[src/rtl/mem_arbiter_if.sv]
// Request/response bundle between the I/D cache requesters, the arbiter and memory.
// The arbiter connects through the slave modport; the surrounding system uses master.
interface mem_arbiter_if;
  logic         i_req_valid_i;
  logic         i_req_ready_o;
  logic [31:0]  i_req_addr_i;
  logic         i_rsp_valid_o;
  logic         i_rsp_ready_i;
  logic [127:0] i_rsp_line_o;
  logic [31:0]  i_rsp_addr_o;
  logic         i_rsp_err_o;

  logic         d_req_valid_i;
  logic         d_req_ready_o;
  logic [31:0]  d_req_addr_i;
  logic         d_req_we_i;
  logic [127:0] d_req_wdata_i;
  logic         d_rsp_valid_o;
  logic         d_rsp_ready_i;
  logic [127:0] d_rsp_line_o;
  logic [31:0]  d_rsp_addr_o;
  logic         d_rsp_err_o;

  logic         mem_req_valid_o;
  logic         mem_req_ready_i;
  logic [31:0]  mem_addr_o;
  logic         mem_we_o;
  logic [127:0] mem_wdata_o;
  logic         mem_rsp_valid_i;
  logic         mem_rsp_ready_o;
  logic [127:0] mem_rsp_line_i;

  modport slave (
    input  i_req_valid_i, i_req_addr_i, i_rsp_ready_i,
    input  d_req_valid_i, d_req_addr_i, d_req_we_i, d_req_wdata_i, d_rsp_ready_i,
    input  mem_req_ready_i, mem_rsp_valid_i, mem_rsp_line_i,
    output i_req_ready_o, i_rsp_valid_o, i_rsp_line_o, i_rsp_addr_o, i_rsp_err_o,
    output d_req_ready_o, d_rsp_valid_o, d_rsp_line_o, d_rsp_addr_o, d_rsp_err_o,
    output mem_req_valid_o, mem_addr_o, mem_we_o, mem_wdata_o, mem_rsp_ready_o
  );

  modport master (
    output i_req_valid_i, i_req_addr_i, i_rsp_ready_i,
    output d_req_valid_i, d_req_addr_i, d_req_we_i, d_req_wdata_i, d_rsp_ready_i,
    output mem_req_ready_i, mem_rsp_valid_i, mem_rsp_line_i,
    input  i_req_ready_o, i_rsp_valid_o, i_rsp_line_o, i_rsp_addr_o, i_rsp_err_o,
    input  d_req_ready_o, d_rsp_valid_o, d_rsp_line_o, d_rsp_addr_o, d_rsp_err_o,
    input  mem_req_valid_o, mem_addr_o, mem_we_o, mem_wdata_o, mem_rsp_ready_o
  );
endinterface

[src/rtl/mem_arbiter.sv]
// Round-robin arbiter sharing one 128-bit line memory port between I-refill and D requesters,
// one transaction outstanding, with a response timeout that returns an error line.
module mem_arbiter #(
  parameter int unsigned TIMEOUT_CYCLES = 256
) (
  input  logic         clk_i,
  input  logic         rstn_i,
  mem_arbiter_if.slave bus
);
  typedef enum logic [1:0] {IDLE, ISSUE, WAIT_RSP, DELIVER} state_t;

  localparam int unsigned CW = (TIMEOUT_CYCLES > 0) ? $clog2(TIMEOUT_CYCLES + 1) : 1;
  localparam logic [CW-1:0] CNT_LAST = (TIMEOUT_CYCLES > 0) ? CW'(TIMEOUT_CYCLES - 1) : '0;

  state_t        state_q, state_d;
  logic [CW-1:0] cnt_q;
  logic          owner_d_q;   // 1 = D owns the current transaction
  logic          last_d_q;    // 1 = D was granted last
  logic          grant_i, grant_d, timeout, owner_rsp_ready;

  logic         mem_req_valid_q, mem_we_q;
  logic [31:0]  mem_addr_q, rsp_addr_q;
  logic [127:0] mem_wdata_q, rsp_line_q;
  logic         i_rsp_valid_q, d_rsp_valid_q, rsp_err_q;

  always_comb begin
    grant_i         = bus.i_req_valid_i && (!bus.d_req_valid_i || last_d_q);
    grant_d         = bus.d_req_valid_i && (!bus.i_req_valid_i || !last_d_q);
    timeout         = (TIMEOUT_CYCLES != 0) && (cnt_q == CNT_LAST) && !bus.mem_rsp_valid_i;
    owner_rsp_ready = owner_d_q ? bus.d_rsp_ready_i : bus.i_rsp_ready_i;
  end

  always_ff @(posedge clk_i or negedge rstn_i) begin
    if (!rstn_i) state_q <= IDLE;
    else         state_q <= state_d;
  end

  always_comb begin
    state_d = state_q;
    unique case (state_q)
      IDLE:     if (grant_i || grant_d)                 state_d = ISSUE;
      ISSUE:    if (bus.mem_req_ready_i)                state_d = WAIT_RSP;
      WAIT_RSP: if (bus.mem_rsp_valid_i || timeout)     state_d = DELIVER;
      DELIVER:  if (owner_rsp_ready)                    state_d = IDLE;
      default:                                          state_d = IDLE;
    endcase
  end

  // Request readies are masked by reset so nothing looks accepted while held in reset.
  always_comb begin
    bus.i_req_ready_o   = rstn_i && (state_q == IDLE) && grant_i;
    bus.d_req_ready_o   = rstn_i && (state_q == IDLE) && grant_d;
    bus.mem_rsp_ready_o = (state_q == WAIT_RSP);
  end

  always_ff @(posedge clk_i or negedge rstn_i) begin
    if (!rstn_i) begin
      cnt_q           <= '0;
      owner_d_q       <= 1'b0;
      last_d_q        <= 1'b1;
      mem_req_valid_q <= 1'b0;
      mem_we_q        <= 1'b0;
      mem_addr_q      <= '0;
      mem_wdata_q     <= '0;
      rsp_addr_q      <= '0;
      rsp_line_q      <= '0;
      rsp_err_q       <= 1'b0;
      i_rsp_valid_q   <= 1'b0;
      d_rsp_valid_q   <= 1'b0;
    end else begin
      unique case (state_q)
        IDLE: if (grant_i || grant_d) begin
          owner_d_q       <= grant_d;
          last_d_q        <= grant_d;
          mem_req_valid_q <= 1'b1;
          mem_addr_q      <= (grant_d ? bus.d_req_addr_i : bus.i_req_addr_i) & 32'hFFFF_FFF0;
          mem_we_q        <= grant_d && bus.d_req_we_i;
          mem_wdata_q     <= grant_d ? bus.d_req_wdata_i : '0;
        end
        ISSUE: if (bus.mem_req_ready_i) begin
          mem_req_valid_q <= 1'b0;
          cnt_q           <= '0;
        end
        WAIT_RSP: begin
          if (bus.mem_rsp_valid_i || timeout) begin
            rsp_line_q    <= bus.mem_rsp_valid_i ? bus.mem_rsp_line_i : '0;
            rsp_err_q     <= !bus.mem_rsp_valid_i;
            rsp_addr_q    <= mem_addr_q;
            i_rsp_valid_q <= !owner_d_q;
            d_rsp_valid_q <= owner_d_q;
          end else if (TIMEOUT_CYCLES != 0) begin
            cnt_q <= cnt_q + CW'(1);
          end
        end
        DELIVER: if (owner_rsp_ready) begin
          i_rsp_valid_q <= 1'b0;
          d_rsp_valid_q <= 1'b0;
        end
        default: ;
      endcase
    end
  end

  assign bus.mem_req_valid_o = mem_req_valid_q;
  assign bus.mem_addr_o      = mem_addr_q;
  assign bus.mem_we_o        = mem_we_q;
  assign bus.mem_wdata_o     = mem_wdata_q;
  assign bus.i_rsp_valid_o   = i_rsp_valid_q;
  assign bus.i_rsp_line_o    = rsp_line_q;
  assign bus.i_rsp_addr_o    = rsp_addr_q;
  assign bus.i_rsp_err_o     = rsp_err_q;
  assign bus.d_rsp_valid_o   = d_rsp_valid_q;
  assign bus.d_rsp_line_o    = rsp_line_q;
  assign bus.d_rsp_addr_o    = rsp_addr_q;
  assign bus.d_rsp_err_o     = rsp_err_q;
endmodule

[src/flat_wrapper.sv]
// flat-port wrapper written by rule: the top's interface ports become plain ports
module mem_arbiter_flat 
#(
  parameter int unsigned TIMEOUT_CYCLES = 256
)
  (clk_i, rstn_i, bus_i_req_valid_i, bus_i_req_addr_i, bus_i_rsp_ready_i, bus_d_req_valid_i, bus_d_req_addr_i, bus_d_req_we_i, bus_d_req_wdata_i, bus_d_rsp_ready_i, bus_mem_req_ready_i, bus_mem_rsp_valid_i, bus_mem_rsp_line_i, bus_i_req_ready_o, bus_i_rsp_valid_o, bus_i_rsp_line_o, bus_i_rsp_addr_o, bus_i_rsp_err_o, bus_d_req_ready_o, bus_d_rsp_valid_o, bus_d_rsp_line_o, bus_d_rsp_addr_o, bus_d_rsp_err_o, bus_mem_req_valid_o, bus_mem_addr_o, bus_mem_we_o, bus_mem_wdata_o, bus_mem_rsp_ready_o);
  mem_arbiter_if bus_i ();
  input  logic clk_i;
  input  logic rstn_i;
  input wire logic [$bits(bus_i.i_req_valid_i)-1:0] bus_i_req_valid_i;
  input wire logic [$bits(bus_i.i_req_addr_i)-1:0] bus_i_req_addr_i;
  input wire logic [$bits(bus_i.i_rsp_ready_i)-1:0] bus_i_rsp_ready_i;
  input wire logic [$bits(bus_i.d_req_valid_i)-1:0] bus_d_req_valid_i;
  input wire logic [$bits(bus_i.d_req_addr_i)-1:0] bus_d_req_addr_i;
  input wire logic [$bits(bus_i.d_req_we_i)-1:0] bus_d_req_we_i;
  input wire logic [$bits(bus_i.d_req_wdata_i)-1:0] bus_d_req_wdata_i;
  input wire logic [$bits(bus_i.d_rsp_ready_i)-1:0] bus_d_rsp_ready_i;
  input wire logic [$bits(bus_i.mem_req_ready_i)-1:0] bus_mem_req_ready_i;
  input wire logic [$bits(bus_i.mem_rsp_valid_i)-1:0] bus_mem_rsp_valid_i;
  input wire logic [$bits(bus_i.mem_rsp_line_i)-1:0] bus_mem_rsp_line_i;
  output wire logic [$bits(bus_i.i_req_ready_o)-1:0] bus_i_req_ready_o;
  output wire logic [$bits(bus_i.i_rsp_valid_o)-1:0] bus_i_rsp_valid_o;
  output wire logic [$bits(bus_i.i_rsp_line_o)-1:0] bus_i_rsp_line_o;
  output wire logic [$bits(bus_i.i_rsp_addr_o)-1:0] bus_i_rsp_addr_o;
  output wire logic [$bits(bus_i.i_rsp_err_o)-1:0] bus_i_rsp_err_o;
  output wire logic [$bits(bus_i.d_req_ready_o)-1:0] bus_d_req_ready_o;
  output wire logic [$bits(bus_i.d_rsp_valid_o)-1:0] bus_d_rsp_valid_o;
  output wire logic [$bits(bus_i.d_rsp_line_o)-1:0] bus_d_rsp_line_o;
  output wire logic [$bits(bus_i.d_rsp_addr_o)-1:0] bus_d_rsp_addr_o;
  output wire logic [$bits(bus_i.d_rsp_err_o)-1:0] bus_d_rsp_err_o;
  output wire logic [$bits(bus_i.mem_req_valid_o)-1:0] bus_mem_req_valid_o;
  output wire logic [$bits(bus_i.mem_addr_o)-1:0] bus_mem_addr_o;
  output wire logic [$bits(bus_i.mem_we_o)-1:0] bus_mem_we_o;
  output wire logic [$bits(bus_i.mem_wdata_o)-1:0] bus_mem_wdata_o;
  output wire logic [$bits(bus_i.mem_rsp_ready_o)-1:0] bus_mem_rsp_ready_o;
  assign bus_i.i_req_valid_i = bus_i_req_valid_i;
  assign bus_i.i_req_addr_i = bus_i_req_addr_i;
  assign bus_i.i_rsp_ready_i = bus_i_rsp_ready_i;
  assign bus_i.d_req_valid_i = bus_d_req_valid_i;
  assign bus_i.d_req_addr_i = bus_d_req_addr_i;
  assign bus_i.d_req_we_i = bus_d_req_we_i;
  assign bus_i.d_req_wdata_i = bus_d_req_wdata_i;
  assign bus_i.d_rsp_ready_i = bus_d_rsp_ready_i;
  assign bus_i.mem_req_ready_i = bus_mem_req_ready_i;
  assign bus_i.mem_rsp_valid_i = bus_mem_rsp_valid_i;
  assign bus_i.mem_rsp_line_i = bus_mem_rsp_line_i;
  assign bus_i_req_ready_o = bus_i.i_req_ready_o;
  assign bus_i_rsp_valid_o = bus_i.i_rsp_valid_o;
  assign bus_i_rsp_line_o = bus_i.i_rsp_line_o;
  assign bus_i_rsp_addr_o = bus_i.i_rsp_addr_o;
  assign bus_i_rsp_err_o = bus_i.i_rsp_err_o;
  assign bus_d_req_ready_o = bus_i.d_req_ready_o;
  assign bus_d_rsp_valid_o = bus_i.d_rsp_valid_o;
  assign bus_d_rsp_line_o = bus_i.d_rsp_line_o;
  assign bus_d_rsp_addr_o = bus_i.d_rsp_addr_o;
  assign bus_d_rsp_err_o = bus_i.d_rsp_err_o;
  assign bus_mem_req_valid_o = bus_i.mem_req_valid_o;
  assign bus_mem_addr_o = bus_i.mem_addr_o;
  assign bus_mem_we_o = bus_i.mem_we_o;
  assign bus_mem_wdata_o = bus_i.mem_wdata_o;
  assign bus_mem_rsp_ready_o = bus_i.mem_rsp_ready_o;
  mem_arbiter #(.TIMEOUT_CYCLES(TIMEOUT_CYCLES)) u_core (.clk_i(clk_i), .rstn_i(rstn_i), .bus(bus_i));
endmodule
[config.mk]
export PLATFORM = sky130hd
export DESIGN_NAME = mem_arbiter_flat
export DESIGN_NICKNAME = d
export VERILOG_FILES = /design/src/rtl/mem_arbiter_if.sv /design/src/rtl/mem_arbiter.sv /design/src/flat_wrapper.sv
export SDC_FILE = /design/constraint.sdc
export NUM_CORES = 1
export LEC_CHECK = 0
export CAP_MARGIN = 20
export CORE_AREA = 2 2 320 322
export CTS_BUF_LIST = sky130_fd_sc_hd__clkbuf_4
export DETAILED_ROUTE_END_ITERATION = 7
export DIE_AREA = 0 0 322 324
export GPL_TIMING_DRIVEN = 0
export SKIP_LAST_GASP = 1
export SLEW_MARGIN = 30
export SYNTH_ARGS = -nofsm -noshare
export SYNTH_HDL_FRONTEND = slang
export SYNTH_SLANG_ARGS = --single-unit
[constraint.sdc]
create_clock -name clk_i -period 3.3 [get_ports clk_i]
set_clock_uncertainty 0.15 [all_clocks]
set_input_delay 0.825 -clock clk_i [delete_from_list [all_inputs] [get_ports clk_i]]
set_output_delay 0.825 -clock clk_i [all_outputs]
set_load 0.05 [all_outputs]
==> results.py <==
metrics = {
    "logic_synthesis": {
        "ys_types": 39,
        "ys_async_sr_fraction_pct": 100.0,
        "synth_area_per_cell_um2": 12.20,
        "yosys_warnings": 0,
        "synth_top_cell_area_share_pct": 61.08,
        "synth_seq_cells": 330,
        "post-synth-top-area-cell": "sky130_fd_sc_hd__dfrtp_1",
        "seq_area_frac_synth_pct": 61.28,
        "synth_flop_cell": "sky130_fd_sc_hd__dfrtp_1",
        "synth_edf_count": 0,
        "synth_top_cells_by_area": "sky130_fd_sc_hd__dfrtp_1 61%, sky130_fd_sc_hd__a22o_1 16%, sky130_fd_sc_hd__buf_4 9.4%, sky130_fd_sc_hd__nand2_1 4.0%, sky130_fd_sc_hd__mux2i_1 2.2%",
        "synthesis.instances": 1105,
        "mappedNetlistArea_um2": 13480,
    },
    "power": {
        "p_leak_nw": 11.47,
        "power.total_w": 0.03020,
        "ratio_of_total_power_to_cell_area_nw_per_um2": 1230,
        "vdd_ir_drop_max_mv": 0.5233,
    },
    "setup_path": {
        "critPathCaptureType": "output pin",
        "crit_path_cell_trace": "clkdlybuf4s50_1 -> a21boi_4 -> buf_12 -> and3_1 -> buf_6",
        "worst-path-max-fanout": 8,
        "timing.critical_path.from_type": "input pin",
        "data_arrival_time_of_the_critical_path_ps": 2250,
        "path_class": "input pin to output pin",
        "critPathMaxStageDelay_ps": 540,
        "worst-endpoint-required_ps": 2320,
        "timing.critical_path.slowest_stage_cell": "sky130_fd_sc_hd__clkdlybuf4s50_1",
        "regToRegSetupSlack_ps": 300,
    },
    "route": {
        "post-route-drc-count": 0,
        "wl_per_cell_um": 21.64,
        "antenna_left": 0,
        "via_per_inst": 3.671,
        "route.vias.total": 12590,
        "finalWirelength_um": 74200,
        "dr.first_iter.drc_count": 474,
        "first_pass_iteration_count_of_the_detailed_router": 7,
    },
    "global_route": {
        "track_usage_pct": 13.53,
        "largest_net_degree_at_the_start_of_global_routing": 86,
        "first_global_vias": 12530,
        "grt_antenna_before_repair": 37,
        "grt.overflow.total": 0,
        "grt_pass1_wl_um": 98600,
    },
    "floorplanning": {
        "initial_utilization_pct": 13.34,
        "core_region_area_um2": 101000,
        "die-area_um2": 104300,
        "die_w_um": 322,
        "pin_count": 818,
        "core.rowCount": 117,
        "dieHeight_um": 324,
    },
    "finish": {
        "most_frequent_standard_cell_in_the_layout_excluding_fill_and_tap_cells": "sky130_fd_sc_hd__clkdlybuf4s50_1",
        "final_cells": 3429,
        "syn2layout_area_growth_pct": 82.19,
        "final_layout_size_suffix_gt1_share_pct": 17.85,
        "final_core_utilization_pct": 24.31,
        "layout.cells.most_common_list": "568 x sky130_fd_sc_hd__clkdlybuf4s50_1, 329 x sky130_fd_sc_hd__dfrtp_1, 248 x sky130_fd_sc_hd__a22o_1",
        "layout.filler_cells": 10990,
        "final_net_count": 2366,
    },
    "placed_design": {
        "place.detailed.instances": 3226,
        "post-dp-hpwl_um": 60700,
        "gpl.final_weighted_congestion": 0.8233,
        "port_buffers": 797,
    },
    "cts": {
        "tritoncts_clock_tree": "done",
        "cts_made_buffers": 96,
        "clockRootBuffer": "sky130_fd_sc_hd__clkbuf_4",
        "tritoncts_num_sinks": 330,
        "insertion_delay_ps": 900,
        "clkSlewWorstSetupHoldPaths_ps": 60,
        "clock_tree.buffer_depth": 3,
        "cts.htree.levels": 3,
    },
    "sta": {
        "fmax_ghz": 0.3101,
        "timing.final.setup_violations": 0,
        "setup_tns_ps": 0,
        "tightestPinTransition_ps": 846.2,
        "hold-worst-slack_ps": 98.15,
        "period_minus_slack_ps": 3224,
        "layout_worst_path_cycle_share_pct": 97.71,
        "timing_max_transition_violations_final": 0,
        "max_slew_margin_pct": 43.59,
        "final-hold-violation-count": 0,
    },
    "run_status": {
        "status": "complete, no violations",
    },
    "worst_hold_path": {
        "hold_path_class": "input pin to asynchronous set/reset pin",
    },
    "job": {
        "drv.max_cap_violation_count": 0,
    },
}
cells by family after synthesis:
logic type,after synthesis,share of synthesized area [%]
flops,330,61.28
mux,29,2.154
fa+ha+maj,6,0.5570
buf+inv,249,11.75
compound gates,312,18.84
other cells,1,0.02782
simple gates,178,5.394
state kept, by name, summed over array words and instances (netlist names):
name and count:
u_core.bus.d_rsp_valid_o 1, u_core.bus.mem_addr_o 28, u_core.bus.mem_we_o 1, u_core.bus.i_rsp_valid_o 1
u_core.owner_d_q 1, u_core.last_d_q 1, u_core.cnt_q 9, u_core.bus.d_rsp_line_o 128
u_core.bus.d_rsp_addr_o 28, u_core.bus.mem_wdata_o 128, u_core.bus.mem_req_valid_o 1, u_core.state_q 2
u_core.bus.d_rsp_err_o 1
layout make-up:
class / count / area [µm²] / area share (%)
sequential: 330 / 8259 / 33.63
timing repair buffer: 818 / 8080 / 32.91
multi-input combinational: 537 / 3704 / 15.08
tap: 1309 / 1638 / 6.670
buffer: 243 / 1589 / 6.471
clock buffer: 141 / 1059 / 4.311
clock inverter: 33 / 176.4 / 0.7184
antenna: 13 / 32.53 / 0.1325
inverter: 5 / 18.77 / 0.07643
synthesized netlist by cell type, types with 6 or more instances:
master                     count
sky130_fd_sc_hd__buf_2        12
sky130_fd_sc_hd__dfrtp_1     329
sky130_fd_sc_hd__buf_1         8
sky130_fd_sc_hd__buf_4       169
sky130_fd_sc_hd__ha_1          6
sky130_fd_sc_hd__nand2_1     143
sky130_fd_sc_hd__nand3_1      12
sky130_fd_sc_hd__nor2_1        8
sky130_fd_sc_hd__o21ai_0      38
sky130_fd_sc_hd__clkbuf_1     55
sky130_fd_sc_hd__a22o_1      248
sky130_fd_sc_hd__mux2i_1      29
sky130_fd_sc_hd__a21oi_1       8
metal layers:
| layer | global-route usage [%] | vias up | wire length, µm | part of all wire, % |
|---|---|---|---|---|
| met5 | 0 | - | 239 | 0.32 |
| met4 | 4.019 | 38 | 1390 | 1.9 |
| met3 | 4.776 | 124 | 6173 | 8.3 |
| met2 | 23.05 | 625 | 36480 | 49 |
| met1 | 15.93 | 6072 | 29910 | 40 |
| li1 | - | 5728 | - | - |
power breakdown:
group | internal (W) | switching [W]
registers | 0.00573 | 0.00186
logic | 0.00611 | 0.0125
clock network | 0.00204 | 0.00196
total | 0.0139 | 0.0163
metrics by stage:
step,setup WS [ps],instance area (µm²)
5_1_grt,-17.94,24540
3_3_place_gp,-14260,23130
3_5_place_dp,-1942,23260
2_1_floorplan,267.3,13520
6_report,75.59,24560
4_1_cts,-237.6,24350
final timing paths:
kind	from	end	cells past startpoint
max	bus_d_req_valid_i	bus_d_req_ready_o	5
max in group asynchronous	rstn_i	u_core.bus.mem_wdata_o[99]	5
min reg2reg	u_core.bus.mem_addr_o[28]	u_core.bus.d_rsp_addr_o[28]	2
min in group clk_i	bus_mem_rsp_line_i[78]	u_core.bus.d_rsp_line_o[78]	3
min	rstn_i	u_core.bus.d_rsp_line_o[122]	4
max reg2reg	u_core.cnt_q[0]	u_core.bus.d_rsp_addr_o[20]	10
worst max-delay path: cells and delay by family:
family / cells / cell delay (ps)
AO/OA/AOI/OAI: 1 / 290
buffers and inverters: 3 / 910
AND/OR/NAND/NOR: 1 / 190
timing repair:
item / in CTS / in global routing
setup buffers: 1 / 7
endpoints found under the hold margin: 93 / 45
pin swaps: 0 / 1
resized for setup: 253 / 9
hold buffers: 3 / 6
setup endpoints to repair: 251 / 24
No activity file was read; power rests on OpenSTA's default activity.
